## src/rtl/vdp_sync_decoder.sv

```systemverilog
// Video sync decoder: recovers h/v counters, measures line/frame length and tracks horizontal lock.
// Optional recovered interlace field output enabled by defining VDP_SYNC_DECODER_FIELD_EN.
module vdp_sync_decoder (
   input  logic        clk,
   input  logic        reset,
   input  logic        enable,
   input  logic        hsync,
   input  logic        p_video_vs_n,
   output logic [10:0] rx_h_cnt,
   output logic [9:0]  rx_v_cnt,
   output logic [10:0] line_length,
   output logic [9:0]  frame_lines,
   output logic        locked,
   output logic        pal_detect,
   output logic        sync_error,
   output logic        field
);

   localparam int unsigned HW        = 11;
   localparam int unsigned VW        = 10;
   localparam int unsigned H_MAX     = 2047;
   localparam int unsigned V_MAX     = 1023;
   localparam int unsigned PAL_LINES = 288;

   typedef enum logic [1:0] {SEARCH, CHECK, LOCKED} lock_state_t;

   lock_state_t   state_q, state_d;
   logic [HW-1:0] cand_q, cand_d;
   logic [1:0]    match_q, match_d;
   logic          miss_q, miss_d;
   logic          hs_q, vs_n_q;
   logic          lock_loss_c;

   // Edges only exist in enabled cycles; history is frozen otherwise
   logic          hs_edge_c, vs_edge_c, h_ovf_c;
   logic [HW-1:0] period_c;
   logic [VW-1:0] v_now_c;

   assign hs_edge_c = enable & hsync & ~hs_q;
   assign vs_edge_c = enable & ~p_video_vs_n & vs_n_q;
   assign h_ovf_c   = enable & ~hs_edge_c & (rx_h_cnt == HW'(H_MAX - 1));
   // Period saturates so a line that already overflowed cannot wrap to a short value
   assign period_c  = (rx_h_cnt == HW'(H_MAX)) ? rx_h_cnt : rx_h_cnt + HW'(1);
   // Line count including an hsync edge landing in this same cycle
   assign v_now_c   = (hs_edge_c && (rx_v_cnt != VW'(V_MAX))) ? rx_v_cnt + VW'(1) : rx_v_cnt;

   // Lock FSM next-state
   always_comb begin
      state_d     = state_q;
      cand_d      = cand_q;
      match_d     = match_q;
      miss_d      = miss_q;
      lock_loss_c = 1'b0;
      if (h_ovf_c) begin
         state_d = SEARCH;
         match_d = 2'd0;
         miss_d  = 1'b0;
      end else if (hs_edge_c) begin
         case (state_q)
            SEARCH: begin
               state_d = CHECK;
               cand_d  = period_c;
               match_d = 2'd0;
            end
            CHECK: begin
               if (period_c == cand_q) begin
                  if (match_q == 2'd2) begin
                     state_d = LOCKED;
                     miss_d  = 1'b0;
                  end else begin
                     match_d = match_q + 2'd1;
                  end
               end else begin
                  cand_d  = period_c;
                  match_d = 2'd0;
               end
            end
            LOCKED: begin
               if (period_c == cand_q) begin
                  miss_d = 1'b0;
               end else if (!miss_q) begin
                  miss_d = 1'b1;
               end else begin
                  state_d     = SEARCH;
                  match_d     = 2'd0;
                  miss_d      = 1'b0;
                  lock_loss_c = 1'b1;
               end
            end
            default: state_d = SEARCH;
         endcase
      end
   end

   always_ff @(posedge clk) begin
      if (reset) begin
         hs_q        <= 1'b0;
         vs_n_q      <= 1'b1;
         state_q     <= SEARCH;
         cand_q      <= '0;
         match_q     <= '0;
         miss_q      <= 1'b0;
         rx_h_cnt    <= '0;
         rx_v_cnt    <= '0;
         line_length <= '0;
         frame_lines <= '0;
         locked      <= 1'b0;
         pal_detect  <= 1'b0;
         sync_error  <= 1'b0;
      end else begin
         // Error is an event: it drops after one clock even if enable goes low
         sync_error <= h_ovf_c | lock_loss_c;
         if (enable) begin
            hs_q    <= hsync;
            vs_n_q  <= p_video_vs_n;
            state_q <= state_d;
            cand_q  <= cand_d;
            match_q <= match_d;
            miss_q  <= miss_d;
            locked  <= (state_d == LOCKED);
            if (hs_edge_c) begin
               line_length <= period_c;
               rx_h_cnt    <= '0;
            end else if (rx_h_cnt != HW'(H_MAX)) begin
               rx_h_cnt <= rx_h_cnt + HW'(1);
            end
            if (vs_edge_c) begin
               frame_lines <= v_now_c;
               rx_v_cnt    <= '0;
               if (state_q == LOCKED) pal_detect <= (v_now_c >= VW'(PAL_LINES));
            end else begin
               rx_v_cnt <= v_now_c;
            end
         end
      end
   end

`ifdef VDP_SYNC_DECODER_FIELD_EN
   // Field = vsync arrived in the second half of the line
   always_ff @(posedge clk) begin
      if (reset) begin
         field <= 1'b0;
      end else if (vs_edge_c) begin
         field <= (rx_h_cnt >= (line_length >> 1));
      end
   end
`else
   assign field = 1'b0;
`endif

endmodule

```

## config.mk

```make
export PLATFORM = sky130hd
export DESIGN_NAME = vdp_sync_decoder
export DESIGN_NICKNAME = d
export VERILOG_FILES = /design/src/rtl/vdp_sync_decoder.sv
export SDC_FILE = /design/constraint.sdc
export NUM_CORES = 1
export LEC_CHECK = 0
export ABC_AREA = 1
export CAP_MARGIN = 20
export CORE_MARGIN = 2
export CORE_UTILIZATION = 42
export CTS_CLUSTER_DIAMETER = 50
export DETAILED_ROUTE_END_ITERATION = 16
export GPL_TIMING_DRIVEN = 0
export SLEW_MARGIN = 20
export SYNTH_ARGS = -nofsm -noshare
export SYNTH_HDL_FRONTEND = slang
export SYNTH_SLANG_ARGS = --single-unit
export TNS_END_PERCENT = 20
```

## constraint.sdc

```tcl
create_clock -name clk -period 6.28 [get_ports clk]
set_input_delay 1.256 -clock clk [delete_from_list [all_inputs] [get_ports clk]]
set_output_delay 1.256 -clock clk [all_outputs]
set_load 0.05 [all_outputs]
```

==> results.cfg, run 1 <==
[clock_network]
path_clk_slew_ps = 80
cts-root-buf = clkbuf_8
hold_buffers = 0
h-tree-depth = 3
cts_tree = done
cts_resized = 0
cts_made_buffers = 9
cts.path.max_buffers = 2
postCtsSetupBuffers = 0
insertion_delay_ps = 350
numClockSinks = 63

[global_route]
gr-total-overflow = 0
first_global_vias = 3126
grt_pass1_wl_mm = 15.1
grt_usage_pct = 22.3
grt_max_degree = 12
antenna_found_initial = 0

[sta]
tightest_slew_ps = 834
fin_crit_sh_pct = 51.0
slew_viol_final = 0
hold_slack_ps = 467
skew_ps = 16.1
finalHoldViolCount = 0
setup_tns_ps = 0
fin_crit_ps = 3200
setup_viol = 0
fin_ws_ps = 3080
max_freq_ghz = 0.312
rsz0062_at_grt = false
slew_headroom_pct = 44.4

[cells_and_area]
area_growth_syn_to_layout_pct = 23.4
fillCellCount = 752
drive_gt1_share_pct = 8.67
finalInstanceArea_um2 = 4130
antenna_cells = 0
layout.nets = 547

[power]
internal_power_mw = 0.642
pwr-share-comb_pct = 16.1
power-per-cell-area_nw_per_um2 = 223
p_sw_mw = 0.279
p_clk_share_pct = 37.5
p_seq_share_pct = 46.4
power.leakage_nw = 1.72
ir_worst_vdd_v = 0.000129
p_sw_share_pct = 30.3

[floorplan]
dieArea_um2 = 8700
initial_utilization_pct = 43.3
placementRows = 32
die_h_um = 93.3
fp.coreArea_um2 = 7730
die_w_um = 93.3
io_pins = 51

[min_path]
holdPathStages = 2
hold_class = flop to flop

[logic_synthesis]
async_flop_share_pct = 0
syn_area_um2 = 3350
synth_edf_count = 0
synthCells = 480
post-synth-top-area-cell = dfxtp_1
yosys_warnings = 0
synthTopCellsByArea = dfxtp_1 (38%), nand2_1 (12%), inv_1 (6.8%), nand3_1 (5.7%), nor2_1 (4.8%)
ys_types = 37
synthesis.nets = 489
synth_ff_type = dfxtp_1
synth-seq-cells = 63
avgSynthCellArea_um2 = 6.97
yosysSeqAreaShare_pct = 37.7
netlist.area_leader.share_pct = 37.7

[worst_setup_path]
cp_max_fo = 8
start_kind = input pin
crit_required_ps = 6480
crit_type = input pin to flop
arrival_ps = 3410
rr_worst_depth = 14
crit_path_end_kind = flop

[placement]
portBuffers = 47
gp_congestion = 0.839
postPlaceCellArea_um2 = 3950
place_ws_ps = 2720
dp_hpwl_mm = 6.88

[route]
wl_per_cell_um = 14.3
routed_wl_mm = 9.23
drtAntennaViolNets = 0
drt_iter0_markers = 198
first_pass_iters = 4
drc_errors = 0
vias_per_cell = 5.20
dr_total_vias = 3346

[run_status]
outcome = finished clean

[run]
max-cap-violations = 0
layout by cell type (no fill, tap or decap), drive strengths merged, types with 2 or more instances in the layout:
cell type / count
clkinv: 2
a31oi: 7
nand3: 42
or2: 3
o21ai: 28
inv: 61
o211ai: 4
clkinvlp: 3
xnor2: 3
a21oi: 28
nand4: 13
nor4: 2
dfxtp: 63
a211oi: 6
clkbuf: 19
nor2: 49
clkdlybuf4s50: 47
nor3: 13
nand3b: 3
buf: 8
xor2: 7
o21bai: 5
nand2: 116
ha: 4
stage by stage:
stage | instances | power, mW | utilization [%]
2_1_floorplan | 480 | 0.540 | -
3_3_place_gp | 629 | 0.582 | 51.1
3_5_place_dp | 629 | 0.584 | 51.1
4_1_cts | 644 | 0.929 | 53.5
5_1_grt | 644 | 0.965 | 53.5
6_report | 644 | 0.920 | 53.5
metal layers:
| metal | track usage [%] | part of all wire, % |
|---|---|---|
| met1 | 30.3 | 48 |
| met2 | 34.6 | 45 |
| met3 | 5.72 | 5.5 |
| met4 | 7.11 | 1.4 |
| met5 | 0 | 0 |
power groups by stage:
stage / clock [mW] / combinational (mW) / sequential [mW]
after floorplan: 0 / 0.0741 / 0.466
after global placement: 0 / 0.147 / 0.436
after detailed placement: 0 / 0.148 / 0.436
after CTS: 0.353 / 0.149 / 0.427
after global routing: 0.373 / 0.162 / 0.429
final: 0.345 / 0.149 / 0.427
state kept, by name, indices dropped and copies added (netlist names):
name and cells:
cand_q 11, sync_error 1, locked 1, match_q 2, state_q 2, vs_n_q 1, rx_v_cnt 10, line_length 11
miss_q 1, rx_h_cnt 11, hs_q 1, frame_lines 10, pal_detect 1
worst max-delay path, cell delays in order:
cell	delay, ps
clkdlybuf4s50_1	450
nand2_1	60
nor2_1	380
inv_1	270
nand4_1	240
inv_1	110
nor3_1	280
nand2_1	130
a31oi_1	160
nor3_1	70
synthesized netlist by cell type (3+ instances only):
cell type / instances
a211oi_2: 5
a21oi_1: 27
a31oi_1: 7
buf_2: 3
clkbuf_1: 10
dfxtp_1: 63
ha_1: 4
inv_1: 61
nand2_1: 111
nand2_2: 5
nand3_1: 38
nand3_2: 3
nand3b_1: 3
nand4_1: 13
nor2_1: 43
nor2_4: 5
nor3_1: 13
o211ai_1: 4
o21ai_0: 23
o21ai_1: 5
o21bai_1: 5
or2_2: 3
xnor2_1: 3
xor2_1: 7
cell families after synthesis:
group / count (synthesis) / share of synthesized area, %
buf+inv: 79 / 9.64
compound gates: 80 / 14.8
other cells: 1 / 0.112
fa+ha+maj: 4 / 1.50
flops: 63 / 37.7
xor+xnor: 10 / 2.62
simple gates: 242 / 33.3
mux: 1 / 0.299
cell type report:
cell class | count | area, um2 | share of cell area, %
inverters | 61 | 229 | 5.54
flip-flops and latches | 63 | 1260 | 30.5
clock inverters | 6 | 62.6 | 1.51
plain buffers | 18 | 93.8 | 2.27
well taps | 102 | 128 | 3.09
multi-input cells | 338 | 1760 | 42.7
clock buffers | 9 | 124 | 3.00
repair buffers | 47 | 470 | 11.4
path summary, 6_finish.rpt:
path	startpoint	end	slack [ps]
max	hsync	miss_q$_SDFFE_PP0P_	3080
min	hs_q$_SDFFE_PP0P_	hs_q$_SDFFE_PP0P_	470
max reg2reg	rx_h_cnt[1]$_SDFFE_PP0P_	cand_q[0]$_SDFFE_PP0P_	3610
min reg2reg	hs_q$_SDFFE_PP0P_	hs_q$_SDFFE_PP0P_	470
No activity file was read; power rests on OpenSTA's default activity.
==> run 2: changes to the inputs <==
--- a/config.mk
+++ b/config.mk
@@ -12,6 +12,7 @@
 export CTS_CLUSTER_DIAMETER = 50
 export DETAILED_ROUTE_END_ITERATION = 16
 export GPL_TIMING_DRIVEN = 0
+export PLACE_DENSITY = 0.67
 export SLEW_MARGIN = 20
 export SYNTH_ARGS = -nofsm -noshare
 export SYNTH_HDL_FRONTEND = slang
==> constraint.sdc (replaced) <==
create_clock -name clk -period 2.8 [get_ports clk]
set_input_delay 0.56 -clock clk [delete_from_list [all_inputs] [get_ports clk]]
set_output_delay 0.56 -clock clk [all_outputs]
set_load 0.05 [all_outputs]
==> run 2 against run 1 <==
Net effect:
- register-to-register slack worse by 3400 ps
- final cell count is 0.16% higher
- worst hold slack hardly changed
- cell area is 0.24% higher
- via count is 1.2% lower
- first-iteration DRC count is 26% higher
- non-clock buffer count stayed put
- total power is 120% higher
==> results.cfg, run 2 (synthesis results as in run 1) <==
[route]
drc_errors = 0
vias_per_cell = 5.13
first_pass_iters = 4
drt_iter0_markers = 249
dr_total_vias = 3307
drtAntennaViolNets = 0
wl_per_cell_um = 14.2
routed_wl_mm = 9.16

[cells_and_area]
layout.nets = 547
final_cells = 645
area_growth_syn_to_layout_pct = 23.7
layout_common_cells = nand2_1 (111), inv_1 (61), dfxtp_1 (61)
drive_gt1_share_pct = 9.21
fillCellCount = 757
antenna_cells = 0
layout_commonest_cell = nand2_1
reg.largest.list = cand_q (11), line_length (11), rx_h_cnt (11)

[floorplan]
fp.coreArea_um2 = 7730
die_w_um = 93.3
io_pins = 51
dieArea_um2 = 8700
initial_utilization_pct = 43.3
placementRows = 32
die_h_um = 93.3

[clock_network]
numClockSinks = 63
postCtsSetupBuffers = 0
h-tree-depth = 3
cts_resized = 0
path_clk_slew_ps = 70
insertion_delay_ps = 340
hold_buffers = 0
cts-root-buf = clkbuf_8
cts_made_buffers = 9
cts.path.max_buffers = 2
cts_tree = done

[worst_setup_path]
crit_chain = ha_1, inv_1, nor2_4, nand3_4, buf_6, nand2_1, nand2_1, nand2_1, nand3_1, nor2_4, nand4_1, nand2_2, buf_4, a211oi_2
crit_required_ps = 2990
arrival_ps = 2760
cp_max_fo = 10
crit_path_end_kind = flop
slowest_delay_ps = 430
start_kind = flop
cp_slowest_cell = dfxtp_2
crit_type = flop to flop
r2r_setup_slack_ps = 230
crit_path_frequent_cell = nand2_1

[sta]
fin_crit_sh_pct = 91.8
finalHoldViolCount = 0
rsz0062_at_grt = false
max_freq_ghz = 0.389
slew_headroom_pct = 39.1
setup_tns_ps = 0
fin_crit_ps = 2570
fin_ws_ps = 231
tightest_slew_ps = 913
hold_slack_ps = 467
slew_viol_final = 0
skew_ps = 6.99
setup_viol = 0

[power]
power.leakage_nw = 1.73
ir_worst_vdd_v = 0.000336
power-per-cell-area_nw_per_um2 = 500
p_total_mw = 2.07

[global_route]
gr-usage-met1_pct = 30.6
grt_pass1_wl_mm = 15.0
first_global_vias = 3114
grt_usage_pct = 21.9
grtUsageMet2_pct = 33.3
gr-total-overflow = 0
antenna_found_initial = 0
grt_max_degree = 12
grt_use_met3_pct = 4.75
busiest_layer = met2

[placement]
place_ws_ps = -21.2
gp_congestion = 0.927
portBuffers = 47
dp_hpwl_mm = 6.64
dp_cells = 629

[run]
max-cap-violations = 0

[min_path]
hold_class = flop to flop

[run_status]
outcome = finished clean
==> run 2: changes by cell type in the layout (fill, tap and decap cells not counted), sizes merged <==
cell	before	now
clkinv	2	4
clkinvlp	3	1
clkbuf	19	20
==> run 2: critical path: cells and delay by family (launching register included) <==
family / cells / cell delay, ps
flops: 1 / 430
simple gates: 9 / 1160
fa+ha+maj: 1 / 240
buf+inv: 3 / 500
compound gates: 1 / 90
==> run 2: report_power, final <==
part	total, mW	internal, mW	switching (mW)
Sequential	0.958	0.933	0.0248
Combinational	0.335	0.105	0.230
Clock	0.778	0.408	0.370
==> run 2: path summary, 6_finish.rpt <==
check                           end  cells past startpoint                      from
max          cand_q[5]$_SDFFE_PP0P_                     14  rx_h_cnt[1]$_SDFFE_PP0P_
min               hs_q$_SDFFE_PP0P_                      2         hs_q$_SDFFE_PP0P_
max reg2reg  cand_q[5]$_SDFFE_PP0P_                     14  rx_h_cnt[1]$_SDFFE_PP0P_
min reg2reg       hs_q$_SDFFE_PP0P_                      2         hs_q$_SDFFE_PP0P_
==> run 2: cell type report <==
cell class / instances / area [um2] / share of cell area (%)
multi-input cells: 338 / 1770 / 42.7
clock inverters: 6 / 61.3 / 1.48
flip-flops and latches: 63 / 1260 / 30.5
repair buffers: 47 / 470 / 11.4
inverters: 61 / 229 / 5.53
well taps: 102 / 128 / 3.08
plain buffers: 18 / 93.8 / 2.27
clock buffers: 10 / 128 / 3.08
==> run 2: through the flow <==
stage	instance area (um2)	utilization (%)
after CTS	4130	53.5
after global routing	4140	53.6
after detailed placement	3950	51.1
final	4140	53.6
after global placement	3950	51.1
after floorplan	3350	-
==> run 2: routing by layer <==
| layer | wire length (um) | share of wire, % |
|---|---|---|
| met5 | 0 | 0 |
| met4 | 118 | 1.3 |
| met3 | 553 | 6.0 |
| met2 | 4140 | 45 |
| met1 | 4350 | 47 |
